$ cat config.mk
export PLATFORM = sky130hd
export DESIGN_NAME = regfile_wb_arbiter
export DESIGN_NICKNAME = d
export VERILOG_FILES = /design/src/rtl/regfile_wb_arbiter.sv
export SDC_FILE = /design/constraint.sdc
export NUM_CORES = 1
export LEC_CHECK = 0
export BUFFER_PORTS_ARGS = -buffer_cell sky130_fd_sc_hd__buf_4
export CAP_MARGIN = 0
export CORE_MARGIN = 8
export CORE_UTILIZATION = 40
export DETAILED_ROUTE_END_ITERATION = 10
export PLACE_DENSITY = 0.6
export SETUP_SLACK_MARGIN = 0.02
export SYNTH_ARGS = -nofsm -noshare
export SYNTH_HDL_FRONTEND = slang
export SYNTH_SLANG_ARGS = --single-unit
$ cat constraint.sdc
create_clock -name clk -period 3.2 [get_ports clk]
set_input_delay 0.32 -clock clk [delete_from_list [all_inputs] [get_ports clk]]
set_output_delay 0.32 -clock clk [all_outputs]
set_load 0.1 [all_outputs]
$ cat src/rtl/regfile_wb_arbiter.sv
// Arbitrates the register-file write port between pipeline writeback (A) and a queued long-latency writer (B).
// Optional macro REGFILE_WB_ARB_STATS_EN adds the conflict_cnt statistics output.
module regfile_wb_arbiter #(
    parameter int DEPTH    = 4,
    parameter int MAX_WAIT = 8,
    parameter int CNT_W    = 16
) (
    input  logic        clk,
    input  logic        rst_n,
    input  logic        a_we,
    input  logic [4:0]  a_wa,
    input  logic [31:0] a_wd,
    input  logic        b_valid,
    output logic        b_ready,
    input  logic [4:0]  b_wa,
    input  logic [31:0] b_wd,
    output logic        a_stall,
    input  logic [4:0]  chk_ra1,
    input  logic [4:0]  chk_ra2,
    output logic        chk_hit1,
    output logic        chk_hit2,
    output logic        rf_we,
    output logic [4:0]  rf_wa,
    output logic [31:0] rf_wd
`ifdef REGFILE_WB_ARB_STATS_EN
    ,
    output logic [CNT_W-1:0] conflict_cnt
`endif
);

    localparam int PTR_W  = (DEPTH > 1) ? $clog2(DEPTH) : 1;
    localparam int OCC_W  = PTR_W + 1;
    localparam int WAIT_W = $clog2(MAX_WAIT + 1);

    typedef enum logic {NORMAL, DRAIN} state_t;

    state_t             state_reg, state_next;
    logic [4:0]         q_wa [DEPTH];
    logic [31:0]        q_wd [DEPTH];
    logic [PTR_W-1:0]   wr_ptr_reg, rd_ptr_reg;
    logic [OCC_W-1:0]   count_reg;
    logic [WAIT_W-1:0]  wait_reg, wait_next;
    logic               q_ready, q_nonempty, a_req, push, pop, sel_a;
    logic [DEPTH-1:0]   ent_vld, ent_hit1, ent_hit2;

    // Readiness comes only from registered occupancy, never from a same-cycle pop.
    assign q_ready    = count_reg < OCC_W'(DEPTH);
    assign q_nonempty = count_reg != '0;
    assign b_ready    = rst_n && q_ready;
    assign a_stall    = (state_reg == DRAIN);

    always_comb begin
        a_req      = a_we && (a_wa != 5'd0);
        push       = b_valid && q_ready && (b_wa != 5'd0);
        sel_a      = 1'b0;
        pop        = 1'b0;
        state_next = state_reg;
        wait_next  = wait_reg;

        if (state_reg == NORMAL && a_req) begin
            sel_a = 1'b1;
        end else begin
            pop = q_nonempty;
        end

        if (pop || !q_nonempty) begin
            wait_next = '0;
        end else if (wait_reg != WAIT_W'(MAX_WAIT)) begin
            wait_next = wait_reg + WAIT_W'(1);
        end

        // Entering DRAIN on the same edge the counter saturates gives A exactly MAX_WAIT wins.
        case (state_reg)
            NORMAL:  if (wait_next == WAIT_W'(MAX_WAIT)) state_next = DRAIN;
            DRAIN:   if (pop) state_next = NORMAL;
            default: state_next = NORMAL;
        endcase
    end

    always_ff @(posedge clk or negedge rst_n) begin
        if (!rst_n) begin
            state_reg  <= NORMAL;
            wait_reg   <= '0;
            wr_ptr_reg <= '0;
            rd_ptr_reg <= '0;
            count_reg  <= '0;
            rf_we      <= 1'b0;
            rf_wa      <= 5'd0;
            rf_wd      <= 32'd0;
        end else begin
            state_reg <= state_next;
            wait_reg  <= wait_next;
            if (push) wr_ptr_reg <= wr_ptr_reg + PTR_W'(1);
            if (pop)  rd_ptr_reg <= rd_ptr_reg + PTR_W'(1);
            case ({push, pop})
                2'b10:   count_reg <= count_reg + OCC_W'(1);
                2'b01:   count_reg <= count_reg - OCC_W'(1);
                default: count_reg <= count_reg;
            endcase
            rf_we <= sel_a || pop;
            if (sel_a) begin
                rf_wa <= a_wa;
                rf_wd <= a_wd;
            end else if (pop) begin
                rf_wa <= q_wa[rd_ptr_reg];
                rf_wd <= q_wd[rd_ptr_reg];
            end else begin
                rf_wa <= 5'd0;
                rf_wd <= 32'd0;
            end
        end
    end

    // Queue storage needs no reset; validity is derived from the pointers and occupancy.
    always_ff @(posedge clk) begin
        if (push) begin
            q_wa[wr_ptr_reg] <= b_wa;
            q_wd[wr_ptr_reg] <= b_wd;
        end
    end

    for (genvar gi = 0; gi < DEPTH; gi++) begin : g_ent
        logic [PTR_W-1:0] ofs;
        assign ofs          = PTR_W'(gi) - rd_ptr_reg;
        assign ent_vld[gi]  = {1'b0, ofs} < count_reg;
        assign ent_hit1[gi] = ent_vld[gi] && (q_wa[gi] == chk_ra1);
        assign ent_hit2[gi] = ent_vld[gi] && (q_wa[gi] == chk_ra2);
    end

    assign chk_hit1 = (chk_ra1 != 5'd0) && ((rf_we && rf_wa == chk_ra1) || (|ent_hit1));
    assign chk_hit2 = (chk_ra2 != 5'd0) && ((rf_we && rf_wa == chk_ra2) || (|ent_hit2));

`ifdef REGFILE_WB_ARB_STATS_EN
    always_ff @(posedge clk or negedge rst_n) begin
        if (!rst_n) begin
            conflict_cnt <= '0;
        end else if (sel_a && q_nonempty && conflict_cnt != '1) begin
            conflict_cnt <= conflict_cnt + CNT_W'(1);
        end
    end
`else
    logic stats_unused;
    assign stats_unused = (CNT_W > 0);
`endif

endmodule

==> impl_metrics.toml <==
[status]
outcome = "complete, no violations"

[timing]
setup_tns_ns = 0
slew_violations = 0
rsz0062_at_grt = "false"
min_period_ns = 2.885
post-route-period-util = 0.9017
hold_viol_final = 0
finalSetupViolations = 0
fin_worst_skew_ns = 0.006208
max_freq_mhz = 346.6
tightestPinTransition_ns = 0.7367
max-slew-margin-rel = 0.5089

[global_route]
antenna_found_initial = 1
grt_pass1_vias = 4929
grt.overflow.total = 0
grt_util_all_layers = 0.1532
grt_max_degree = 51
grt_pass1_wl_um = 28100

[yosys]
synth_cells = 454
synth.avg_cell_area_um2 = 17.90
ys_async_sr_fraction = 0.2525
netlist_area_mm2 = 0.008128
synth_ff_type = "edfxtp_1"
synth_warnings = 0
synth.distinct_cells = 40
synth_edf_count = 148
synth_seq_cells = 198
yosysSeqAreaShare = 0.7007
synthesis.nets = 554

[clock_network]
cts_hold_buffers = 0
cts.clk_slew.worst_paths_ns = 0.07
htreeDepth = 4
root_buffer = "clkbuf_16"
worstSkewPairLatency_ns = 0.43
cts-buffers-inserted = 17
cts_buffer_depth = 2
cts_resized = 0
cts_setup_buffers = 0
cts.sinks = 198
cts_tree = "done"

[routing]
drtIter0Drc = 259
post_drt_wl_per_cell_um = 21.45
via_per_inst = 5.149
vias = 4464
final_antenna_net_count = 0
dr.pass1.iters = 5
routed_wirelength_um = 18600
drc_errors = 0

[worst_setup_path]
crit_required_ns = 2.88
critPathCaptureType = "output pin"
start_kind = "flop"
crit_type = "flop to output pin"
cp_max_fo = 10
worstPathArrival_ns = 2.57

[floorplan]
die_h_um = 158.5
rows = 52
core_area_mm2 = 0.02010
initial_core_util = 0.4043
ioPinCount = 130
die_w_um = 158.5
die_area_mm2 = 0.02514

[place]
gp_congestion = 0.8380
io_buffers = 129
dp_cells = 835
dp_hpwl_um = 12560

[worst_hold_path]
worstHoldPathType = "input port to async pin"

[finish]
largest_reg_flops = 128
final_common_cell = "edfxtp_1"
antenna_cells = 0
nNetsFinal = 684
drive_gt1_frac = 0.3534
top_regs = "q_wd (128), rf_wd (32), q_wa (20)"
regMostFlops = "q_wd"
areaGrowthSynthToFinish_pct = 22.35
final_cell_mix = "edfxtp_1, buf_4, dfrtp_1"
fin_cells = 867
nFillCells = 1697

[run]
maxCapViolCount = 0

[pwr]
irDropWorstVdd_mv = 0.4068
leakage_uw = 0.003728
power_density_mw_per_mm2 = 906.2
-- worst max-delay path, cell delays in order, from the launching register on --
cell and delay (ns):
dfrtp_4 0.56, xnor2_1 0.23, inv_1 0.07, ha_1 0.28, a31oi_1 0.30, nand4_1 0.13, nand4_1 0.13, o22a_1 0.15
buf_4 0.29
-- path summary, 6_finish.rpt --
kind	slack [ns]	start	to	cells after the start
min in group clk	0.09	b_wd[21]	q_wd[1][21]	1
max	0.31	rd_ptr_reg[0]	chk_hit1	8
min reg2reg	0.51	count_reg[1]	count_reg[1]	2
max reg2reg	1.01	count_reg[2]	q_wd[0][3]	4
min	0.06	rst_n	rf_wd[4]	2
max in group asynchronous	2.57	rst_n	rd_ptr_reg[0]	2
-- logic make-up (layout without fill, tap and decap cells) --
group,count (synthesis),after routing,synth area share
and+or+nand+nor,54,54,0.03602
DFF,198,198,0.7007
xor gates and xnor gates,59,59,0.06358
buffers and inverters,38,181,0.02170
adders and majority gates,12,12,0.01940
AOI/OAI and AO/OA,55,55,0.05465
muxes,38,38,0.1039
-- per-layer routing --
metal / vias up / share of wire / global-route usage
li1: 2017 / - / -
met5: - / 0.00070 / 0
met3: 24 / 0.063 / 0.04452
met2: 125 / 0.52 / 0.2600
met1: 2296 / 0.41 / 0.1846
met4: 2 / 0.014 / 0.04939
-- stage by stage --
| stage | total power (µW) | util | hold slack (ns) | setup slack [ns] | area, µm² |
|---|---|---|---|---|---|
| 4_1_cts | 9136 | 0.4946 | 0.06707 | 0.3021 | 9945 |
| 5_1_grt | 9422 | 0.4946 | 0.06655 | 0.1528 | 9945 |
| 2_1_floorplan | 6248 | - | 0.02441 | 0.4533 | 8128 |
| 3_5_place_dp | 7238 | 0.4689 | 0.5049 | 0.7145 | 9428 |
| 6_report | 9012 | 0.4946 | 0.05579 | 0.3145 | 9945 |
| 3_3_place_gp | 7171 | 0.4689 | 0.4880 | 0.7907 | 9428 |
-- synth_stat cells (2+ instances only) --
library cell	n	area share
or4_1	3	0.0028
nor4_1	4	0.0031
o21ai_0	4	0.0025
nand4_1	6	0.0046
nand2b_1	2	0.0015
nand2_1	7	0.0032
ha_1	11	0.017
o22a_1	2	0.0022
nor2_1	8	0.0037
a22o_1	37	0.040
nand3_1	6	0.0037
xor2_1	39	0.042
buf_2	9	0.0055
a21oi_1	3	0.0018
mux4_2	37	0.10
inv_1	11	0.0051
dfrtp_1	50	0.15
buf_6	2	0.0028
edfxtp_1	148	0.55
nor2b_1	3	0.0023
xnor2_1	20	0.022
o211ai_1	2	0.0018
nor3_1	7	0.0043
and2_1	4	0.0031
buf_4	2	0.0018
clkbuf_1	13	0.0060
-- where the power goes --
group / total, µW / internal [µW] / switching (µW)
clock: 1890 / 991 / 901
sequential: 3500 / 3270 / 235
combinational: 3620 / 1170 / 2440
total: 9010 / 5430 / 3580
-- area by class of cell --
| type | instances | area, µm² | share of cell area |
|---|---|---|---|
| inverters | 11 | 41.29 | 0.004152 |
| flip-flops and latches | 198 | 5700 | 0.5732 |
| clock buffers | 20 | 436.7 | 0.04391 |
| well taps | 270 | 337.8 | 0.03397 |
| repair buffers | 138 | 1086 | 0.1092 |
| clock inverters | 12 | 80.08 | 0.008052 |
| multi-input cells | 218 | 2262 | 0.2275 |
No activity file was read; power rests on OpenSTA's default activity.
